File: src/rtl/fetch_redirect_ctrl_if.sv
// ---------------------------------------------------------------------------
// fetch_redirect_ctrl_if
//
// Groups every signal between the fetch redirect controller and its
// neighbours: the EX-stage branch resolution inputs, the ID/EX and IF/ID
// hazard inputs, and the PC-steering / pipeline-register control outputs.
//
// Modports:
//   master - the pipeline side: drives EX / ID/EX / IF/ID inputs and
//            consumes the steering outputs.
//   slave  - the controller: consumes the inputs, drives the outputs.
//
// Signal summary:
//   ex_valid, ex_cbranch, ex_cond_true, ex_ubranch, ex_breg   EX branch info
//   ex_target[63:0], ex_reg_target[63:0]                      EX targets
//   id_ex_mem_read, id_ex_rd[4:0]                             ID/EX load info
//   if_id_valid, if_id_rn[4:0], if_id_rm[4:0]                 IF/ID sources
//   PCWrite, or_out, Branchreg, add_pc, read_data_1           fetch steering
//   if_id_write, if_id_flush, id_ex_bubble                    pipe reg control
//   state[1:0]                                                FSM debug view
//   redirect_count, stall_count                               only when
//                                         FETCH_REDIRECT_STATS_EN is defined
// ---------------------------------------------------------------------------
interface fetch_redirect_ctrl_if;
    logic        ex_valid;
    logic        ex_cbranch;
    logic        ex_cond_true;
    logic        ex_ubranch;
    logic        ex_breg;
    logic [63:0] ex_target;
    logic [63:0] ex_reg_target;
    logic        id_ex_mem_read;
    logic [4:0]  id_ex_rd;
    logic        if_id_valid;
    logic [4:0]  if_id_rn;
    logic [4:0]  if_id_rm;

    logic        PCWrite;
    logic        or_out;
    logic        Branchreg;
    logic [63:0] add_pc;
    logic [63:0] read_data_1;
    logic        if_id_write;
    logic        if_id_flush;
    logic        id_ex_bubble;
    logic [1:0]  state;
`ifdef FETCH_REDIRECT_STATS_EN
    logic [31:0] redirect_count;
    logic [31:0] stall_count;
`endif

    modport master (
        output ex_valid, ex_cbranch, ex_cond_true, ex_ubranch, ex_breg,
               ex_target, ex_reg_target, id_ex_mem_read, id_ex_rd,
               if_id_valid, if_id_rn, if_id_rm,
        input  PCWrite, or_out, Branchreg, add_pc, read_data_1,
               if_id_write, if_id_flush, id_ex_bubble, state
`ifdef FETCH_REDIRECT_STATS_EN
        , input redirect_count, stall_count
`endif
    );

    modport slave (
        input  ex_valid, ex_cbranch, ex_cond_true, ex_ubranch, ex_breg,
               ex_target, ex_reg_target, id_ex_mem_read, id_ex_rd,
               if_id_valid, if_id_rn, if_id_rm,
        output PCWrite, or_out, Branchreg, add_pc, read_data_1,
               if_id_write, if_id_flush, id_ex_bubble, state
`ifdef FETCH_REDIRECT_STATS_EN
        , output redirect_count, stall_count
`endif
    );
endinterface

File: src/rtl/fetch_redirect_ctrl.sv
// ---------------------------------------------------------------------------
// fetch_redirect_ctrl
//
// Steers the fetch stage. Resolves taken branches in EX and redirects fetch
// in the same cycle, detects load-use hazards between ID/EX and IF/ID and
// holds the PC for one cycle, and masks EX branch inputs for FLUSH_CYCLES
// cycles after a redirect while the squashed wrong-path slots drain.
//
// Parameters:
//   FLUSH_CYCLES  cycles after a redirect during which EX branches are
//                 ignored (1..7, default 2).
//
// Ports:
//   clock   rising-edge clock
//   reset   asynchronous, active-low reset
//   bus     fetch_redirect_ctrl_if.slave (all pipeline inputs/outputs)
//
// Optional feature:
//   FETCH_REDIRECT_STATS_EN  adds saturating 32-bit redirect_count and
//                            stall_count outputs on the interface.
// ---------------------------------------------------------------------------
module fetch_redirect_ctrl #(
    parameter int unsigned FLUSH_CYCLES = 2
) (
    input  logic                  clock,
    input  logic                  reset,
    fetch_redirect_ctrl_if.slave  bus
);

    typedef enum logic [1:0] {
        ST_RUN     = 2'd0,
        ST_STALL   = 2'd1,
        ST_FLUSH   = 2'd2,
        ST_ILLEGAL = 2'd3
    } state_e;

    localparam logic [2:0] FLUSH_LOAD = 3'(FLUSH_CYCLES - 1);

    state_e     state_q, state_d;
    logic [2:0] cnt_q, cnt_d;

    logic taken;
    logic hazard;
    logic redirect;
    logic stall;

    logic pc_write;
    logic or_sel;
    logic breg_sel;
    logic ifid_write;
    logic ifid_flush;
    logic idex_bubble;

    assign taken = bus.ex_valid &
                   (bus.ex_ubranch | bus.ex_breg | (bus.ex_cbranch & bus.ex_cond_true));

    // X31 is XZR: a load into it never creates a real dependency.
    assign hazard = bus.id_ex_mem_read & (bus.id_ex_rd != 5'd31) & bus.if_id_valid &
                    ((bus.id_ex_rd == bus.if_id_rn) | (bus.id_ex_rd == bus.if_id_rm));

    // NOTE: state registers use non-blocking assignments so every flop
    // samples the pre-edge values regardless of process ordering.
    always_ff @(posedge clock or negedge reset) begin
        if (!reset) begin
            state_q <= ST_RUN;
            cnt_q   <= '0;
        end else begin
            state_q <= state_d;
            cnt_q   <= cnt_d;
        end
    end

    always_comb begin
        // NOTE: every output of this block gets a default first, so no path
        // through the case statement can leave one unassigned (no latches).
        state_d     = state_q;
        cnt_d       = cnt_q;
        redirect    = 1'b0;
        stall       = 1'b0;
        pc_write    = 1'b1;
        or_sel      = 1'b0;
        breg_sel    = 1'b0;
        ifid_write  = 1'b1;
        ifid_flush  = 1'b0;
        idex_bubble = 1'b0;

        unique case (state_q)
            ST_RUN: begin
                if (taken) begin
                    redirect = 1'b1;
                end else if (hazard) begin
                    stall = 1'b1;
                end
            end
            ST_STALL: begin
                // The dependent instruction has already been held once, so
                // hazard detection is suppressed here.
                state_d = ST_RUN;
                if (taken) begin
                    redirect = 1'b1;
                end
            end
            ST_FLUSH: begin
                // Branch inputs belong to squashed instructions and are
                // ignored. A load-use stall is honoured only on the last
                // cycle of the window.
                if (cnt_q == '0) begin
                    state_d = ST_RUN;
                    stall   = hazard;
                end else begin
                    cnt_d = cnt_q - 3'd1;
                end
            end
            default: begin
                state_d = ST_RUN;
                cnt_d   = '0;
            end
        endcase

        // A redirect outranks a stall: the stalled instruction is wrong-path.
        if (redirect) begin
            or_sel      = 1'b1;
            breg_sel    = bus.ex_breg;
            ifid_flush  = 1'b1;
            idex_bubble = 1'b1;
            state_d     = ST_FLUSH;
            cnt_d       = FLUSH_LOAD;
        end else if (stall) begin
            pc_write    = 1'b0;
            ifid_write  = 1'b0;
            idex_bubble = 1'b1;
            state_d     = ST_STALL;
        end
    end

    assign bus.PCWrite      = pc_write;
    assign bus.or_out       = or_sel;
    assign bus.Branchreg    = breg_sel;
    assign bus.add_pc       = bus.ex_target;
    assign bus.read_data_1  = bus.ex_reg_target;
    assign bus.if_id_write  = ifid_write;
    assign bus.if_id_flush  = ifid_flush;
    assign bus.id_ex_bubble = idex_bubble;
    assign bus.state        = state_q;

`ifdef FETCH_REDIRECT_STATS_EN
    logic [31:0] redirect_cnt_q;
    logic [31:0] stall_cnt_q;

    // Both counters stick at all-ones instead of wrapping.
    always_ff @(posedge clock or negedge reset) begin
        if (!reset) begin
            redirect_cnt_q <= '0;
            stall_cnt_q    <= '0;
        end else begin
            if (redirect && (redirect_cnt_q != '1)) begin
                redirect_cnt_q <= redirect_cnt_q + 32'd1;
            end
            if (stall && (stall_cnt_q != '1)) begin
                stall_cnt_q <= stall_cnt_q + 32'd1;
            end
        end
    end

    assign bus.redirect_count = redirect_cnt_q;
    assign bus.stall_count    = stall_cnt_q;
`endif

endmodule

File: src/flat_wrapper.sv
// flat-port wrapper written by rule: the top's interface ports become plain ports
module fetch_redirect_ctrl_flat 
#(
    parameter int unsigned FLUSH_CYCLES = 2
)
  (clock, reset, bus_ex_valid, bus_ex_cbranch, bus_ex_cond_true, bus_ex_ubranch, bus_ex_breg, bus_ex_target, bus_ex_reg_target, bus_id_ex_mem_read, bus_id_ex_rd, bus_if_id_valid, bus_if_id_rn, bus_if_id_rm, bus_PCWrite, bus_or_out, bus_Branchreg, bus_add_pc, bus_read_data_1, bus_if_id_write, bus_if_id_flush, bus_id_ex_bubble, bus_state);
  fetch_redirect_ctrl_if bus_i ();
  input  logic clock;
  input  logic reset;
  input wire logic [$bits(bus_i.ex_valid)-1:0] bus_ex_valid;
  input wire logic [$bits(bus_i.ex_cbranch)-1:0] bus_ex_cbranch;
  input wire logic [$bits(bus_i.ex_cond_true)-1:0] bus_ex_cond_true;
  input wire logic [$bits(bus_i.ex_ubranch)-1:0] bus_ex_ubranch;
  input wire logic [$bits(bus_i.ex_breg)-1:0] bus_ex_breg;
  input wire logic [$bits(bus_i.ex_target)-1:0] bus_ex_target;
  input wire logic [$bits(bus_i.ex_reg_target)-1:0] bus_ex_reg_target;
  input wire logic [$bits(bus_i.id_ex_mem_read)-1:0] bus_id_ex_mem_read;
  input wire logic [$bits(bus_i.id_ex_rd)-1:0] bus_id_ex_rd;
  input wire logic [$bits(bus_i.if_id_valid)-1:0] bus_if_id_valid;
  input wire logic [$bits(bus_i.if_id_rn)-1:0] bus_if_id_rn;
  input wire logic [$bits(bus_i.if_id_rm)-1:0] bus_if_id_rm;
  output wire logic [$bits(bus_i.PCWrite)-1:0] bus_PCWrite;
  output wire logic [$bits(bus_i.or_out)-1:0] bus_or_out;
  output wire logic [$bits(bus_i.Branchreg)-1:0] bus_Branchreg;
  output wire logic [$bits(bus_i.add_pc)-1:0] bus_add_pc;
  output wire logic [$bits(bus_i.read_data_1)-1:0] bus_read_data_1;
  output wire logic [$bits(bus_i.if_id_write)-1:0] bus_if_id_write;
  output wire logic [$bits(bus_i.if_id_flush)-1:0] bus_if_id_flush;
  output wire logic [$bits(bus_i.id_ex_bubble)-1:0] bus_id_ex_bubble;
  output wire logic [$bits(bus_i.state)-1:0] bus_state;
  assign bus_i.ex_valid = bus_ex_valid;
  assign bus_i.ex_cbranch = bus_ex_cbranch;
  assign bus_i.ex_cond_true = bus_ex_cond_true;
  assign bus_i.ex_ubranch = bus_ex_ubranch;
  assign bus_i.ex_breg = bus_ex_breg;
  assign bus_i.ex_target = bus_ex_target;
  assign bus_i.ex_reg_target = bus_ex_reg_target;
  assign bus_i.id_ex_mem_read = bus_id_ex_mem_read;
  assign bus_i.id_ex_rd = bus_id_ex_rd;
  assign bus_i.if_id_valid = bus_if_id_valid;
  assign bus_i.if_id_rn = bus_if_id_rn;
  assign bus_i.if_id_rm = bus_if_id_rm;
  assign bus_PCWrite = bus_i.PCWrite;
  assign bus_or_out = bus_i.or_out;
  assign bus_Branchreg = bus_i.Branchreg;
  assign bus_add_pc = bus_i.add_pc;
  assign bus_read_data_1 = bus_i.read_data_1;
  assign bus_if_id_write = bus_i.if_id_write;
  assign bus_if_id_flush = bus_i.if_id_flush;
  assign bus_id_ex_bubble = bus_i.id_ex_bubble;
  assign bus_state = bus_i.state;
  fetch_redirect_ctrl #(.FLUSH_CYCLES(FLUSH_CYCLES)) u_core (.clock(clock), .reset(reset), .bus(bus_i));
endmodule
File: config.mk
export PLATFORM = sky130hd
export DESIGN_NAME = fetch_redirect_ctrl_flat
export DESIGN_NICKNAME = d
export VERILOG_FILES = /design/src/rtl/fetch_redirect_ctrl_if.sv /design/src/rtl/fetch_redirect_ctrl.sv /design/src/flat_wrapper.sv
export SDC_FILE = /design/constraint.sdc
export NUM_CORES = 1
export LEC_CHECK = 0
export CORE_AREA = 10 10 103 105
export CTS_CLUSTER_DIAMETER = 100
export DETAILED_ROUTE_END_ITERATION = 8
export DIE_AREA = 0 0 113 115
export DONT_BUFFER_PORTS = 1
export PLACE_DENSITY = 0.31
export SYNTH_ARGS = -nofsm -noshare
export SYNTH_HDL_FRONTEND = slang
export SYNTH_SLANG_ARGS = --single-unit
File: constraint.sdc
create_clock -name clock -period 3.6 [get_ports clock]
set_clock_uncertainty 0.05 [all_clocks]
set_input_delay 0.36 -clock clock [delete_from_list [all_inputs] [get_ports clock]]
set_output_delay 0.36 -clock clock [all_outputs]
set_load 0.05 [all_outputs]
# Word level (Yosys, flattened, before mapping)
# Index checks and enable logic that the tools add are counted.
# totals
regBits	5
inputBits	152
out_inout_bits	136
word_cells	44
# op_classes
addsub	1
eq_ne	9
n_mux	19
bitwise	8
n_reduce_logical	5
# ops
operator	n
$mux 1	11
$eq 5x5->1	2
$mux 2	3
$mux 3	2
$pmux 3 s2	1
$and 1x1->1	5
$ne 5x5->1 const B	1
$ne 4x1->1 const B	1
$pmux 2 s2	1
$reduce_and 2->1	2
$logic_not 3->1	1
$ne 3x1->1 const B	1
$ne 3x2->1 const B	1
$or 1x1->1	3
$sub 3x1->3 const B	1
$eq 2x1->1 const B	1
$eq 2x2->1 const B	1
$logic_not 2->1	1
$ne 2x1->1 const B	1
$pmux 1 s2	1
$reduce_or 2->1	1

# Depth between registers and ports, before layout
# depth
ltp_word	9
ltp_mapped	8
ltp_nobuf	7

# Least setup slack after synthesis
# Ideal clock, no wire load.
# synth_timing
path_kind	reg2out
startpoint	register u_core.cnt_q[0]
endpoint	output port bus_id_ex_bubble
arrival_ns	2.178
required_ns	3.190
slack_ns	1.012
stages_incl_launch_ff	8
n_path_buf	0
path_cell_list	dfrtp_1 -> inv_1 -> ha_1 -> ha_1 -> inv_1 -> a211oi_1 -> o21ai_0 -> o21ai_0
# synth_between
elab_chain_cells	5
# synth_lines
element	line	text
start: declaration	fetch_redirect_ctrl.sv:40	logic [2:0] cnt_q, cnt_d;
start signal: assignment	fetch_redirect_ctrl.sv:69	cnt_q <= cnt_d;
$logic_not 3->1	fetch_redirect_ctrl.sv:107	if (cnt_q == '0) begin
$mux 1	fetch_redirect_ctrl.sv:107	
$pmux 1 s2	fetch_redirect_ctrl.sv:87	unique case (state_q)
$mux 1	fetch_redirect_ctrl.sv:128	end else if (stall) begin
$mux 1	fetch_redirect_ctrl.sv:121	if (redirect) begin
end: declaration	flat_wrapper.sv:29	output wire logic [$bits(bus_i.id_ex_bubble)-1:0] bus_id_ex_bubble;
# No other way between the ends.

# Final worst setup path
# layout_timing
startpoint	register u_core.state_q[1], in the netlist u_core.bus.state[1]
endpoint	output port bus_PCWrite
# layout_between
elab_chain_cells	4
word_cells_on_any_way	8
classes_between	2 x eq/ne; 4 x mux; 2 x reduce/logical
# layout_lines
element	line	text
start: declaration	fetch_redirect_ctrl.sv:39	state_e state_q, state_d;
start signal: assignment	fetch_redirect_ctrl.sv:68	state_q <= state_d;
$eq 2x2->1 (tied with other cells)	fetch_redirect_ctrl.sv:87	
$pmux 1 s2 or $reduce_or 2->1 (tied branches)	--	
$mux 1 (on tied branches)	--	
$mux 1 (*)	fetch_redirect_ctrl.sv:121	
end: declaration	flat_wrapper.sv:22	output wire logic [$bits(bus_i.PCWrite)-1:0] bus_PCWrite;
# Every way passes the cells marked *; elsewhere a longest branch is shown, timed or not.

==> flow_summary.yaml <==
floorplanning:
  die_area_um2: 13000
  row_count: 34
  initial_core_util_pct: 16.24
  die-height_um: 115
  pin_count: 288
  coreArea_um2: 8551
  die_w_um: 113
global_routing:
  grt_pass1_wl_um: 4133
  grt_usage_pct: 4.319
  gr-total-overflow: 0
  grt_max_degree: 7
  grt_pass1_vias: 595
  antenna_found_initial: 0
routing:
  drt.antenna.violating_nets: 0
  avgRoutedWirePerCell_um: 18.70
  vias: 502
  drt_iter0_drc: 10
  viasPerCell: 3.080
  drc: 0
  first_pass_iters: 2
  routed_wl_um: 3048
synth:
  ys_types: 19
  synth_ff_type: "dfrtp_1"
  synth_edf_count: 0
  synth_adder_area_share_pct: 1.802
  synth_xor_area_share_pct: 6.306
  synth_area_per_cell_um2: 7.802
  synthSimpleGateAreaFrac_pct: 7.387
  synth_top_family_by_area: "buffers and inverters"
  ys_async_sr_fraction_pct: 100.0
  synth_area_um2: 1389
  syn-instance-count: 178
  synthTopCellsByArea: "buf_4, dfrtp_1, xor2_1"
  synth_top_area_share_pct: 70.27
  yosysWarnings: 0
  synthMuxAreaShare_pct: 0
  ys_seq_elements: 5
  yosysMostFrequentCell: "buf_4"
  synth_compound_area_share_pct: 3.874
  seq_area_frac_synth_pct: 9.009
  netlist.top_cell.by_area: "buf_4"
  synthTopCellsByCount: "buf_4, xor2_1, o21ai_0, dfrtp_1, nand2_1"
  synthesis.nets: 332
worst_hold_path:
  worstHoldPathCells: 2
  worstHoldStart: "bus_ex_valid"
  hold_path_class: "input pin to register"
  min_delay_worst_endpoint: "u_core.cnt_q[0]$_DFFE_PN0P_"
critical_path:
  critPathLaunchType: "register"
  critical_path_class: "register to primary output"
  startpoint: "u_core.bus.state[1]$_DFFE_PN0P_"
  worstPathCellList: "nand3b_4, inv_2, or3_1, buf_4"
  cp_data_arrival_time_ns: 2.11
  reg2reg_slack_ns: 1.90
  worst_r2r_path_depth: 7
  r2r-end: "u_core.bus.state[0]$_DFFE_PN0P_"
  cp-end-kind: "primary output"
  worstPathMaxFanout: 6
  r2r-start: "u_core.cnt_q[0]$_DFFE_PN0P_"
  critPathSlowestCell: "dfrtp_1"
  required_ns: 3.19
  max_stage_delay_ns: 0.69
place:
  dp_slack_ns: 1.246
  numPortBuffers: 0
  dp_hpwl_um: 2757
  gp_congestion: 0.6520
  dp_cells: 158
clock_network:
  cts_buffers: 3
  clk_pin_slew_ns: 0.04
  postCtsSetupRepairBufs: 0
  cts_tree: "built"
  clk_path_buf_depth: 2
  root_buffer: "clkbuf_8"
  clkSinkCount: 5
  insertion_delay_ns: 0.22
  cts_resized: 0
  htree_levels: 1
  cts_hold_buf: 1
finish:
  drive_gt1_share_pct: 16.36
  finish.utilization_pct: 7.229
  syn2layout_area_growth_pct: -55.50
  n_antenna_cell: 0
  final_nets: 210
  finalNonFillerCells: 163
sta:
  relSlewSlack_pct: 62.17
  period_share_pct: 69.90
  setup_slack_ns: 1.083
  setup_viol: 0
  worst_pin_slew_ns: 0.5674
  rsz0062_at_grt: "no"
  post-route-min-period_ns: 2.517
  fmax_ghz: 0.3974
  setup_tns_ns: 0
  hold_violations: 0
  whs_ns: 0.2889
  drv_slew: 0
power:
  p_leak_nw: 0.2325
  powerDensity_nw_per_um2: 609.3
  irDropWorstVdd_mv: 0.1390
outcome:
  outcome: "complete, no violations"
run:
  drv_cap: 0
[critical path: cells and delay by family, from the launching register on]
family / cells / cell delay [ns]
buf+inv: 2 / 0.46
flops: 1 / 0.69
simple gates: 2 / 0.73
[metal layers]
metal	part of all wire (%)	global-route usage (%)
met1	23	2.415
met2	42	6.068
met3	28	5.677
met4	7.2	4.653
met5	0	0
[power by group]
group,internal (mW),switching (mW)
Sequential,0.0791,0.0364
Clock,0.0759,0.0263
Combinational,0.0539,0.105
Total,0.209,0.168
[cell families after synthesis]
kind of cell               after synthesis
AOI/OAI and AO/OA                        9
xor gates and xnor gates                10
adders and majority gates                2
buffers and inverters                  135
DFF                                      5
and+or+nand+nor                         17
[cells in the final DEF, fill, tap and decap left out, drive strengths merged]
| cell | count |
|---|---|
| xor2 | 10 |
| o21ai | 6 |
| nand2 | 5 |
| dfrtp | 5 |
| inv | 5 |
| clkbuf | 4 |
| nand3 | 3 |
| nor3 | 3 |
| nor2 | 2 |
| ha | 2 |
| buf | 2 |
| a211o | 1 |
| nand3b | 1 |
| a22oi | 1 |
| a211oi | 1 |
| or3 | 1 |
| and2 | 1 |
| or3b | 1 |
| dlygate4sd3 | 1 |
[flip-flops by register name (all words and copies together) (netlist names)]
| name | flops |
|---|---|
| u_core.cnt_q | 3 |
| u_core.bus.state | 2 |
[cell type report]
cell class / instances / area, um2
fill: 1001 / 7933
clock buffer: 4 / 45.04
tap: 108 / 135.1
timing repair buffer: 3 / 25.02
inverter: 5 / 18.77
multi-input combinational: 38 / 269.0
sequential: 5 / 125.1
[worst max-delay path by stage]
stage,slack (ns),end
floorplan,1.01,bus_id_ex_bubble
global placement,1.28,bus_PCWrite
detailed placement,1.25,bus_PCWrite
CTS,1.01,bus_PCWrite
global route,0.84,bus_PCWrite
finish,1.08,bus_PCWrite
[metrics by stage]
stage | power, mW | area [um2]
after CTS | 0.3868 | 618.1
final | 0.3766 | 618.1
after global routing | 0.4154 | 618.1
after global placement | 0.2806 | 563.0
after detailed placement | 0.2792 | 563.0
after floorplan | 0.6262 | 1389
(Power assumes the default switching activity.)
